File: src/rtl/mux_nt1_scan_if.sv
// Bundled select, data and status signals for mux_nt1_scan.
// ch_oh exists only when MUX_NT1_ONEHOT_EN is defined.
interface mux_nt1_scan_if #(
   parameter int W     = 32,
   parameter int N     = 4,
   parameter int SEL_W = 2
);
   logic [N*W-1:0]   din;
   logic [SEL_W-1:0] sel;
   logic             sel_we;
   logic             auto;
   logic             hold;
   logic [W-1:0]     dout;
   logic [SEL_W-1:0] ch;
   logic             dout_vld;
   logic             tick;
`ifdef MUX_NT1_ONEHOT_EN
   logic [N-1:0]     ch_oh;

   modport master (
      output din, sel, sel_we, auto, hold,
      input  dout, ch, dout_vld, tick, ch_oh
   );

   modport slave (
      input  din, sel, sel_we, auto, hold,
      output dout, ch, dout_vld, tick, ch_oh
   );
`else
   modport master (
      output din, sel, sel_we, auto, hold,
      input  dout, ch, dout_vld, tick
   );

   modport slave (
      input  din, sel, sel_we, auto, hold,
      output dout, ch, dout_vld, tick
   );
`endif
endinterface

File: src/rtl/mux_nt1_scan.sv
// N-to-1 registered mux with a channel register loaded manually or advanced round-robin.
// Optional registered one-hot channel decode (ch_oh) under macro MUX_NT1_ONEHOT_EN.
module mux_nt1_scan #(
   parameter int W      = 32,
   parameter int N      = 4,
   parameter int SEL_W  = 2,
   parameter int PERIOD = 4
) (
   input  logic          clk,
   input  logic          rst,
   mux_nt1_scan_if.slave bus
);
   localparam int               DIV_W    = (PERIOD > 1) ? $clog2(PERIOD) : 1;
   localparam logic [DIV_W-1:0] DIV_LAST = DIV_W'(PERIOD - 1);
   localparam logic [DIV_W-1:0] DIV_ZERO = {DIV_W{1'b0}};
   localparam logic [DIV_W-1:0] DIV_ONE  = DIV_W'(1);
   localparam logic [SEL_W-1:0] CH_LAST  = SEL_W'(N - 1);
   localparam logic [SEL_W-1:0] CH_ZERO  = {SEL_W{1'b0}};
   localparam logic [SEL_W-1:0] CH_ONE   = SEL_W'(1);

   logic [SEL_W-1:0] ch_r;
   logic [SEL_W-1:0] ch_nxt_s;
   logic [DIV_W-1:0] div_r;
   logic [DIV_W-1:0] div_nxt_s;
   logic [W-1:0]     dout_r;
   logic [W-1:0]     dout_nxt_s;
   logic             chg_r;
   logic             chg_nxt_s;
   logic             vld_r;
   logic             tick_r;
   logic             tick_nxt_s;

   // Channel and divider next state; a manual load always wins over an auto advance
   always_comb begin
      ch_nxt_s   = ch_r;
      div_nxt_s  = div_r;
      chg_nxt_s  = 1'b0;
      tick_nxt_s = 1'b0;
      if (bus.sel_we) begin
         div_nxt_s = DIV_ZERO;
         if (bus.sel <= CH_LAST) begin
            ch_nxt_s  = bus.sel;
            chg_nxt_s = 1'b1;
         end else begin
            ch_nxt_s = ch_r;
         end
      end else if (bus.auto && !bus.hold) begin
         if (div_r == DIV_LAST) begin
            div_nxt_s  = DIV_ZERO;
            ch_nxt_s   = (ch_r == CH_LAST) ? CH_ZERO : (ch_r + CH_ONE);
            chg_nxt_s  = 1'b1;
            tick_nxt_s = 1'b1;
         end else begin
            div_nxt_s = div_r + DIV_ONE;
         end
      end else if (bus.auto) begin
         div_nxt_s = div_r;
      end else begin
         div_nxt_s = DIV_ZERO;
      end
   end

   // Data select from the current (pre-update) channel register
   always_comb begin
      dout_nxt_s = {W{1'b0}};
      for (int k = 0; k < N; k++) begin
         if (ch_r == SEL_W'(k)) begin
            dout_nxt_s = bus.din[k*W +: W];
         end else begin
            dout_nxt_s = dout_nxt_s;
         end
      end
   end

   // State and output registers; chg_r resets high so channel 0 gets its valid pulse after reset
   always_ff @(posedge clk or posedge rst) begin
      if (rst) begin
         ch_r   <= CH_ZERO;
         div_r  <= DIV_ZERO;
         chg_r  <= 1'b1;
         vld_r  <= 1'b0;
         tick_r <= 1'b0;
         dout_r <= {W{1'b0}};
      end else begin
         ch_r   <= ch_nxt_s;
         div_r  <= div_nxt_s;
         chg_r  <= chg_nxt_s;
         vld_r  <= chg_r;
         tick_r <= tick_nxt_s;
         dout_r <= dout_nxt_s;
      end
   end

   assign bus.dout     = dout_r;
   assign bus.ch       = ch_r;
   assign bus.dout_vld = vld_r;
   assign bus.tick     = tick_r;

`ifdef MUX_NT1_ONEHOT_EN
   logic [N-1:0] ch_oh_r;

   function automatic logic [N-1:0] ch_decode(input logic [SEL_W-1:0] c);
      logic [N-1:0] oh;
      oh = {N{1'b0}};
      for (int k = 0; k < N; k++) begin
         if (c == SEL_W'(k)) begin
            oh[k] = 1'b1;
         end else begin
            oh[k] = 1'b0;
         end
      end
      return oh;
   endfunction

   // One-hot decode registered from ch_nxt_s so it changes on the same edge as ch
   always_ff @(posedge clk or posedge rst) begin
      if (rst) begin
         ch_oh_r <= {{(N-1){1'b0}}, 1'b1};
      end else begin
         ch_oh_r <= ch_decode(ch_nxt_s);
      end
   end

   assign bus.ch_oh = ch_oh_r;
`endif

endmodule

File: src/flat_wrapper.sv
// flat-port wrapper written by rule: the top's interface ports become plain ports
module mux_nt1_scan_flat 
#(
   parameter int W      = 32,
   parameter int N      = 4,
   parameter int SEL_W  = 2,
   parameter int PERIOD = 4
)
  (clk, rst, bus_din, bus_sel, bus_sel_we, bus_auto, bus_hold, bus_dout, bus_ch, bus_dout_vld, bus_tick);
  mux_nt1_scan_if #(.W(W), .N(N), .SEL_W(SEL_W)) bus_i ();
  input  logic clk;
  input  logic rst;
  input wire logic [$bits(bus_i.din)-1:0] bus_din;
  input wire logic [$bits(bus_i.sel)-1:0] bus_sel;
  input wire logic [$bits(bus_i.sel_we)-1:0] bus_sel_we;
  input wire logic [$bits(bus_i.auto)-1:0] bus_auto;
  input wire logic [$bits(bus_i.hold)-1:0] bus_hold;
  output wire logic [$bits(bus_i.dout)-1:0] bus_dout;
  output wire logic [$bits(bus_i.ch)-1:0] bus_ch;
  output wire logic [$bits(bus_i.dout_vld)-1:0] bus_dout_vld;
  output wire logic [$bits(bus_i.tick)-1:0] bus_tick;
  assign bus_i.din = bus_din;
  assign bus_i.sel = bus_sel;
  assign bus_i.sel_we = bus_sel_we;
  assign bus_i.auto = bus_auto;
  assign bus_i.hold = bus_hold;
  assign bus_dout = bus_i.dout;
  assign bus_ch = bus_i.ch;
  assign bus_dout_vld = bus_i.dout_vld;
  assign bus_tick = bus_i.tick;
  mux_nt1_scan #(.W(W), .N(N), .SEL_W(SEL_W), .PERIOD(PERIOD)) u_core (.clk(clk), .rst(rst), .bus(bus_i));
endmodule
File: config.mk
export PLATFORM = sky130hd
export DESIGN_NAME = mux_nt1_scan_flat
export DESIGN_NICKNAME = d
export VERILOG_FILES = /design/src/rtl/mux_nt1_scan_if.sv /design/src/rtl/mux_nt1_scan.sv /design/src/flat_wrapper.sv
export SDC_FILE = /design/constraint.sdc
export NUM_CORES = 1
export LEC_CHECK = 0
export BUFFER_PORTS_ARGS = -buffer_cell sky130_fd_sc_hd__buf_2
export CAP_MARGIN = 20
export CORE_MARGIN = 2
export CORE_UTILIZATION = 41
export CTS_BUF_LIST = sky130_fd_sc_hd__clkbuf_2
export DETAILED_ROUTE_END_ITERATION = 7
export GPL_TIMING_DRIVEN = 0
export HOLD_SLACK_MARGIN = 0.15
export PLACE_DENSITY = 0.86
export SYNTH_ARGS = -nofsm -noshare
export SYNTH_HDL_FRONTEND = slang
export SYNTH_SLANG_ARGS = --single-unit
File: constraint.sdc
create_clock -name clk -period 1.8 [get_ports clk]
set_input_delay 0.36 -clock clk [delete_from_list [all_inputs] [get_ports clk]]
set_output_delay 0.36 -clock clk [all_outputs]
set_load 0.05 [all_outputs]
---- Yosys cells after proc, flatten, opt, wreduce, memory -nomap -nowiden ----
Index checks and enable logic that the tools add are counted.
Widths: inputs -> output; s select.
operators by class
  add/subtract/negate cells ............... 2
  order comparisons ....................... 1
  equal/unequal tests ..................... 6
  muxes and demuxes ....................... 18
  reductions and logical operators ........ 6
operators by type and width
  cell                 number
  $mux 32              4
  $mux 2               9
  $eq 2x2->1 const B   3
  $mux 1               5
  $add 2x1->2 const B  2
  $reduce_bool 2->1    2
  $ne 3x2->1 const B   1
  $reduce_and 3->1     1
  $eq 2x1->1 const B   1
  $le 2x2->1 const B   1
  $logic_not 2->1      1
  $ne 2x1->1 const B   1
  $logic_and 1x1->1    1
  $logic_not 1->1      1
storage, ports and cells
  register bits ........................... 39
  input bits .............................. 135
  output and inout port bits .............. 36

---- Longest topological paths before layout ----
Gate-level depths: netlist of the first run.
  word-level depth ........................ 5
  gate-level depth with buffers ........... 7
  depth with buffers taken out ............ 5

---- Least setup slack after synthesis of the first run ----
Ideal clock, no wire load.
  kind .................................... register to register
  start point ............................. register u_core.ch_r[1], in the netlist u_core.bus.ch[1]
  end point ............................... register u_core.dout_r[2], in the netlist u_core.bus.dout[2]
  setup time .............................. 0.095 ns
  arrival time ............................ 1.699 ns
  slack ................................... 0.006 ns
  stages on the path, launching flop included .. 8
  path buffers ............................ 2
  period minus slack after synthesis ...... 1.794 ns
  cell sequence ........................... dfrtp_1 -> inv_1 -> ha_1 -> buf_6 -> nor2b_4 -> buf_6 -> a221oi_1 -> o31ai_1
on the way
  cells in the longest elaborated chain, start to end .. 5
  elaborated cells between the ends (all ways) .. 8
  those cells by class .................... eq/ne: 3; mux: 4; reduce/logical: 1
ends and longest elaborated chain
  what                      RTL line            source
  start, declared           mux_nt1_scan.sv:21  logic [SEL_W-1:0] ch_r;
  start signal, assigned    mux_nt1_scan.sv:85  ch_r <= ch_nxt_s;
  $logic_not 2->1           mux_nt1_scan.sv:67  if (ch_r == SEL_W'(k)) begin
  $mux 32 (3 in a row)      mux_nt1_scan.sv:67
  $mux 32 (*)               mux_nt1_scan.sv:67
  via u_core.dout_nxt_s[2]  mux_nt1_scan.sv:26  logic [W-1:0] dout_nxt_s;
  end signal, assigned      mux_nt1_scan.sv:83  dout_r <= {W{1'b0}};
  end signal, assigned      mux_nt1_scan.sv:90  dout_r <= dout_nxt_s;
  end, declared             mux_nt1_scan.sv:25  logic [W-1:0] dout_r;
Mark *: on every way through the listed nets, which the timed path passes. The rest lies on a longest branch.
A chain may end at the register's enable or synchronous reset.

---- Worst setup path in the final report of the first run ----
  start point ............................. register u_core.ch_r[0], in the netlist u_core.bus.ch[0]
  end point ............................... register u_core.dout_r[22], in the netlist u_core.bus.dout[22]
The elaborated chain is that of the path after synthesis.

==> impl_metrics.py, run 1 <==
metrics = {
    "status": {
        "status": "finished, final reports clean",
    },
    "logic_synthesis": {
        "synth_most_common_cell": "dfrtp_1",
        "syn_area_per_cell_um2": 10.05,
        "syn_inst": 214,
        "ys_ff_latch": 39,
        "synth_top_area_share": 0.4421,
        "synth.largest_area_cell": "dfrtp_1",
        "synthFlopType": "dfrtp_1",
        "ys_async_sr_fraction": 1.000,
        "synth_warnings": 0,
        "ys_seq_area_frac": 0.4543,
        "synthTopCellsByArea": "dfrtp_1, a221oi_1, o31ai_1, nor2b_1, nand2_1",
        "syn-num-nets": 354,
        "synth_edf_count": 0,
        "netlist_area_um2": 2151,
        "synthDistinctLibCells": 20,
        "synthTopCellsByCount": "dfrtp_1, nor2b_1, nand2_1",
    },
    "drt": {
        "vias_per_cell": 5.136,
        "firstDrtPassIters": 4,
        "wl_met1_um": 2911,
        "routed.top_layer": "met4",
        "wl_met2_um": 3875,
        "routed-wl-met3_um": 504,
        "drt_wl_total_um": 7373,
        "drtAntennaViolNets": 0,
        "vias": 2486,
        "drt-initial-drc-count": 101,
        "post-route-drc-count": 0,
        "wire_per_inst_um": 15.23,
    },
    "finish": {
        "nNetsFinal": 553,
        "area_growth_syn_to_layout_pct": 55.79,
        "antenna_cells": 0,
        "final_layout_size_suffix_gt1_frac": 0.4758,
    },
    "setup_path": {
        "setup.worst_path.end_class": "register",
        "crit_chain": "inv_1 -> ha_1 -> buf_2 -> clkbuf_1 -> nor2b_1 -> o31ai_1",
        "critPathKind": "reg -> reg",
        "critical-path-max-stage-delay_ns": 0.47,
        "crit_required_ns": 2.07,
        "crit_path_top_delay_cell": "dfrtp_1",
        "crit_arrival_ns": 1.93,
        "cp_max_fo": 10,
        "worstSetupStartpointType": "register",
    },
    "power_and_ir_drop": {
        "power.density_nw_per_um2": 1527,
        "vdd_drop_max_mv": 0.7065,
        "leakage_nw": 1.710,
    },
    "clock_network": {
        "clk_pin_slew_ns": 0.18,
        "cts_tree": "done",
        "numCtsBuffers": 5,
        "numClockSinks": 39,
        "post_cts_buffers": 0,
        "insertion_delay_ns": 0.39,
        "root_buffer": "clkbuf_2",
        "clk_path_buf_depth": 2,
        "cts-htree-levels": 2,
    },
    "floorplan": {
        "fp.dieW_um": 76.43,
        "coreArea_um2": 5075,
        "start_util": 0.4238,
        "die_area_um2": 5842,
        "ios": 171,
        "rows": 26,
        "die_h_um": 76.43,
    },
    "sta": {
        "rsz0062_at_grt": "false",
        "setup_violations": 0,
        "slew_headroom": 0.4672,
        "tightest_slew_ns": 0.7980,
        "period_share": 0.9244,
        "final.min_clock_period_ns": 1.664,
        "fin_worst_skew_ns": 0.01359,
        "worst_slack_ns": 0.1361,
        "final.setup.tns_ns": 0,
        "slew_viol_final": 0,
        "max_freq_mhz": 601.0,
        "hold_ws_ns": 0.1708,
        "hold_violations": 0,
    },
    "placed_design": {
        "port_buffers": 170,
        "dp_hpwl_um": 5180,
        "preCtsSetupSlack_ns": 0.1307,
        "place.gp.congestion": 0.7978,
    },
    "job": {
        "maxCapViolations": 0,
    },
    "min_path": {
        "hold_path_class": "in -> reg",
    },
    "grt": {
        "grt_pass1_vias": 2491,
        "antenna_found_initial": 0,
        "grt_max_degree": 40,
        "grt_pass1_wl_um": 11830,
        "track_usage": 0.2552,
        "grt.overflow.total": 0,
    },
}
## logic make-up after synthesis
kind of cell,synth area share
AO/OA/AOI/OAI,0.2641
AND/OR/NAND/NOR,0.1693
flip-flops,0.4543
adder cells (fa/ha/maj),0.02909
buffers and inverters,0.06457
multiplexers,0.01862
## layer usage
metal / GRT usage / up-vias
met5: 0 / -
li1: - / 1188
met1: 0.2818 / 1170
met3: 0.05450 / 7
met2: 0.4912 / 121
met4: 0.06545 / 0
## cells in the final DEF (no fill, tap or decap)
| cell | instances |
|---|---|
| a22o_1 | 1 |
| clkbuf_4 | 1 |
| o31ai_1 | 31 |
| dfstp_2 | 1 |
| nand2b_1 | 1 |
| nor3_1 | 2 |
| nor2b_4 | 1 |
| nor2b_1 | 33 |
| inv_2 | 1 |
| buf_6 | 4 |
| buf_2 | 178 |
| a221oi_2 | 4 |
| nor2_1 | 2 |
| a221oi_1 | 27 |
| nand2_1 | 32 |
| dlygate4sd3_1 | 22 |
| dfrtp_1 | 38 |
| clkbuf_2 | 7 |
| inv_1 | 4 |
| o21ai_0 | 1 |
| ha_1 | 5 |
| clkbuf_1 | 7 |
| clkinv_1 | 2 |
| a21oi_1 | 5 |
| mux2i_1 | 4 |
## final timing paths
check / end / from / slack, ns / depth (start not counted)
setup reg to reg: u_core.bus.dout[22]$_DFF_PP0_ / u_core.bus.ch[0]$_DFFE_PP0P_ / 0.14 / 6
setup / recovery: u_core.bus.dout[22]$_DFF_PP0_ / u_core.bus.ch[0]$_DFFE_PP0P_ / 0.14 / 6
min in group asynchronous: u_core.bus.dout[4]$_DFF_PP0_ / rst / 0.66 / 3
hold / removal: u_core.bus.dout[17]$_DFF_PP0_ / bus_din[113] / 0.17 / 3
hold reg to reg: u_core.bus.dout_vld$_DFF_PP0_ / u_core.chg_r$_DFF_PP1_ / 0.40 / 0
max in group asynchronous: u_core.bus.dout[22]$_DFF_PP0_ / rst / 0.62 / 3
## state kept, by name, summed over array words and instances, names as in the netlist
signal	count
u_core.bus.ch	2
u_core.bus.dout	32
u_core.bus.dout_vld	1
u_core.bus.tick	1
u_core.chg_r	1
u_core.div_r	2
## report_power, final
group | total [mW] | internal [mW] | switching, mW | leakage [nW]
sequential | 1.34 | 1.23 | 0.107 | 0.481
combinational | 3.40 | 1.03 | 2.37 | 1.20
clock | 0.375 | 0.0935 | 0.282 | 0.0281
total | 5.12 | 2.35 | 2.76 | 1.71
## critical path: cells and delay by family, from the launching register on
family / cells / cell delay [ns]
simple gates: 1 / 0.19
buf+inv: 3 / 0.67
flops: 1 / 0.47
fa+ha+maj: 1 / 0.14
compound gates: 1 / 0.08
## per-stage QoR
step	power, mW	util	cells	instance area (um2)
floorplan	3.838	-	214	2151
global placement	4.638	0.6087	454	3089
detailed placement	4.723	0.6087	454	3089
CTS	5.122	0.6516	480	3307
global route	5.431	0.6603	484	3351
finish	5.118	0.6603	484	3351
## final cells by class
class	instances	area (um2)
inverters	5	18.77
clock inverters	2	7.507
repair buffers	192	1071
plain buffers	21	123.9
well taps	70	87.58
clock buffers	6	30.03
fillers	452	1724
flip-flops and latches	39	977.2
multi-input cells	149	1035
## repair_timing
| item | 4_1_cts | 5_1_grt |
|---|---|---|
| endpoints found under the setup margin | 0 | 3 |
| gates resized for setup | 0 | 3 |
| hold buffers | 18 | 4 |
| hold endpoints to repair | 55 | 4 |
No activity file was read; power rests on OpenSTA's default activity.
==> run 2, diff against run 1 <==
==> constraint.sdc (replaced) <==
create_clock -name clk -period 1.65 [get_ports clk]
set_input_delay 0.33 -clock clk [delete_from_list [all_inputs] [get_ports clk]]
set_output_delay 0.33 -clock clk [all_outputs]
set_load 0.05 [all_outputs]
==> run 2 against run 1 <==
The run now ends with setup timing left; register-to-register slack lost 0.16 ns; clock skew up 0.0051 ns; maximum frequency shrank 0.64%; sequential power rose by 9%; cell area increased by 15%; clock power grew 8.3%; combinational power grew 29%; worst setup slack worse by 0.16 ns; routed wire length grew 12%.
==> impl_metrics.py, run 2 (synthesis results as in run 1) <==
metrics = {
    "setup_path": {
        "ff2ff_path_depth": 7,
        "crit_top_cell": "buf_6",
        "crit_cells": 7,
        "worstSetupStartpointType": "register",
        "cp_max_fo": 7,
        "cp_top_family": "flip-flops",
        "crit_chain": "ha_4 -> buf_6 -> nor2b_4 -> buf_12 -> buf_6 -> a221oi_2 -> o31ai_1",
        "crit_path_top_delay_cell": "dfrtp_2",
        "crit_required_ns": 1.95,
        "critPathKind": "reg -> reg",
        "setup.worst_path.end_class": "register",
        "crit_arrival_ns": 1.97,
        "rrSetupSlack_ns": -0.02,
        "path_buf_inv": 3,
        "critical-path-max-stage-delay_ns": 0.49,
    },
    "sta": {
        "max_freq_mhz": 597.1,
        "hold_violations": 0,
        "period_share": 1.015,
        "rsz0062_at_grt": "true",
        "setup_violations": 1,
        "final.min_clock_period_ns": 1.675,
        "hold_ws_ns": 0.2046,
        "slew_viol_final": 0,
        "slew_headroom": 0.4459,
        "fin_worst_skew_ns": 0.01865,
        "worst_slack_ns": -0.02465,
        "final.setup.tns_ns": -0.02465,
        "tightest_slew_ns": 0.8300,
    },
    "drt": {
        "drt-initial-drc-count": 94,
        "drtAntennaViolNets": 0,
        "wire_per_inst_um": 16.42,
        "post-route-drc-count": 0,
        "drt_wl_total_um": 8292,
        "vias": 2626,
        "vias_per_cell": 5.200,
        "firstDrtPassIters": 4,
    },
    "status": {
        "status": "complete, but fails checks",
        "violations": "setup timing",
    },
    "finish": {
        "seq_area_um2": 979.7,
        "largest_reg_flops": 32,
        "num-fill-cells": 383,
        "multiInputGateArea_um2": 1237,
        "final_layout_size_suffix_gt1_frac": 0.5563,
        "antenna_cells": 0,
        "nNetsFinal": 574,
        "mostFrequentLayoutCells": "buf_2, dfrtp_1, nor2b_1, dlygate4sd3_1, nand2_1",
        "area_growth_syn_to_layout_pct": 78.42,
        "layout_commonest_cell": "buf_2",
    },
    "clock_network": {
        "numClockSinks": 39,
        "clk_path_buf_depth": 2,
        "cts_tree": "done",
        "insertion_delay_ns": 0.39,
        "numCtsBuffers": 5,
        "root_buffer": "clkbuf_2",
        "clk_pin_slew_ns": 0.20,
        "cts-htree-levels": 2,
    },
    "placed_design": {
        "port_buffers": 170,
        "dp_hpwl_um": 5197,
        "place.gp.congestion": 0.8227,
    },
    "floorplan": {
        "die_h_um": 76.43,
        "start_util": 0.4238,
        "fp.dieW_um": 76.43,
        "coreArea_um2": 5075,
        "die_area_um2": 5842,
        "rows": 26,
        "ios": 171,
    },
    "grt": {
        "grt_max_degree": 40,
        "grt.overflow.total": 0,
        "grt_pass1_wl_um": 12170,
        "grt_pass1_vias": 2577,
        "antenna_found_initial": 0,
        "track_usage": 0.2624,
    },
    "min_path": {
        "hold_path_class": "in -> reg",
        "hold_depth": 3,
    },
    "job": {
        "maxCapViolations": 0,
    },
    "power_and_ir_drop": {
        "leakage_nw": 1.907,
        "power.density_nw_per_um2": 1628,
        "vdd_drop_max_mv": 0.9295,
    },
}
==> run 2: routing by layer <==
layer / track usage / vias up / part of all wire
met3: 0.06161 / 21 / 0.060
met2: 0.4726 / 138 / 0.52
li1: - / 1232 / -
met5: 0 / - / 0
met1: 0.2974 / 1235 / 0.39
met4: 0.1073 / 0 / 0.030
==> run 2: power by group <==
| part | internal [mW] | total (mW) | switching [mW] | leakage [nW] |
|---|---|---|---|---|
| Combinational | 1.55 | 4.38 | 2.84 | 1.40 |
| Clock | 0.102 | 0.406 | 0.304 | 0.0281 |
| Sequential | 1.35 | 1.46 | 0.109 | 0.479 |
==> run 2: what timing repair did <==
item / in CTS / in global routing
setup buffers: 0 / 7
hold buffers: 31 / 2
endpoints found under the setup margin: 5 / 32
resized for setup: 2 / 68
pin swaps: 0 / 16
hold endpoints to repair: 68 / 2
gates cloned: 0 / 3
==> run 2: worst min-delay path: cells and delay by family <==
| family | cells | cell delay [ns] |
|---|---|---|
| buf+inv | 1 | 0.09 |
| simple gates | 1 | 0.10 |
| compound gates | 1 | 0.07 |
==> run 2: cell type report <==
class / instances / area share
Multi-Input combinational cell: 149 / 0.3225
Buffer: 21 / 0.04173
Clock inverter: 2 / 0.001956
Tap cell: 70 / 0.02282
Inverter: 5 / 0.005543
Sequential cell: 39 / 0.2553
Clock buffer: 6 / 0.007825
Timing Repair Buffer: 213 / 0.3424
==> run 2: metrics by stage <==
stage                 util  std cells  power (mW)  setup WS, ns  area (um2)
floorplan                -        214       4.191       0.01881        2153
global placement    0.6092        454       5.059       -0.2190        3092
detailed placement  0.6092        454       5.127      -0.01843        3092
CTS                 0.6785        493       5.587      0.002899        3443
global route        0.7562        505       6.573      -0.05982        3837
finish              0.7562        505       6.246      -0.02465        3837
==> run 2: path summary, 6_finish.rpt <==
kind / start / to
setup / recovery: u_core.bus.ch[0]$_DFFE_PP0P_ / u_core.bus.dout[13]$_DFF_PP0_
min in group asynchronous: rst / u_core.bus.dout[20]$_DFF_PP0_
hold / removal: bus_din[88] / u_core.bus.dout[24]$_DFF_PP0_
setup reg to reg: u_core.bus.ch[0]$_DFFE_PP0P_ / u_core.bus.dout[13]$_DFF_PP0_
hold reg to reg: u_core.chg_r$_DFF_PP1_ / u_core.bus.dout_vld$_DFF_PP0_
max in group asynchronous: rst / u_core.bus.ch[0]$_DFFE_PP0P_
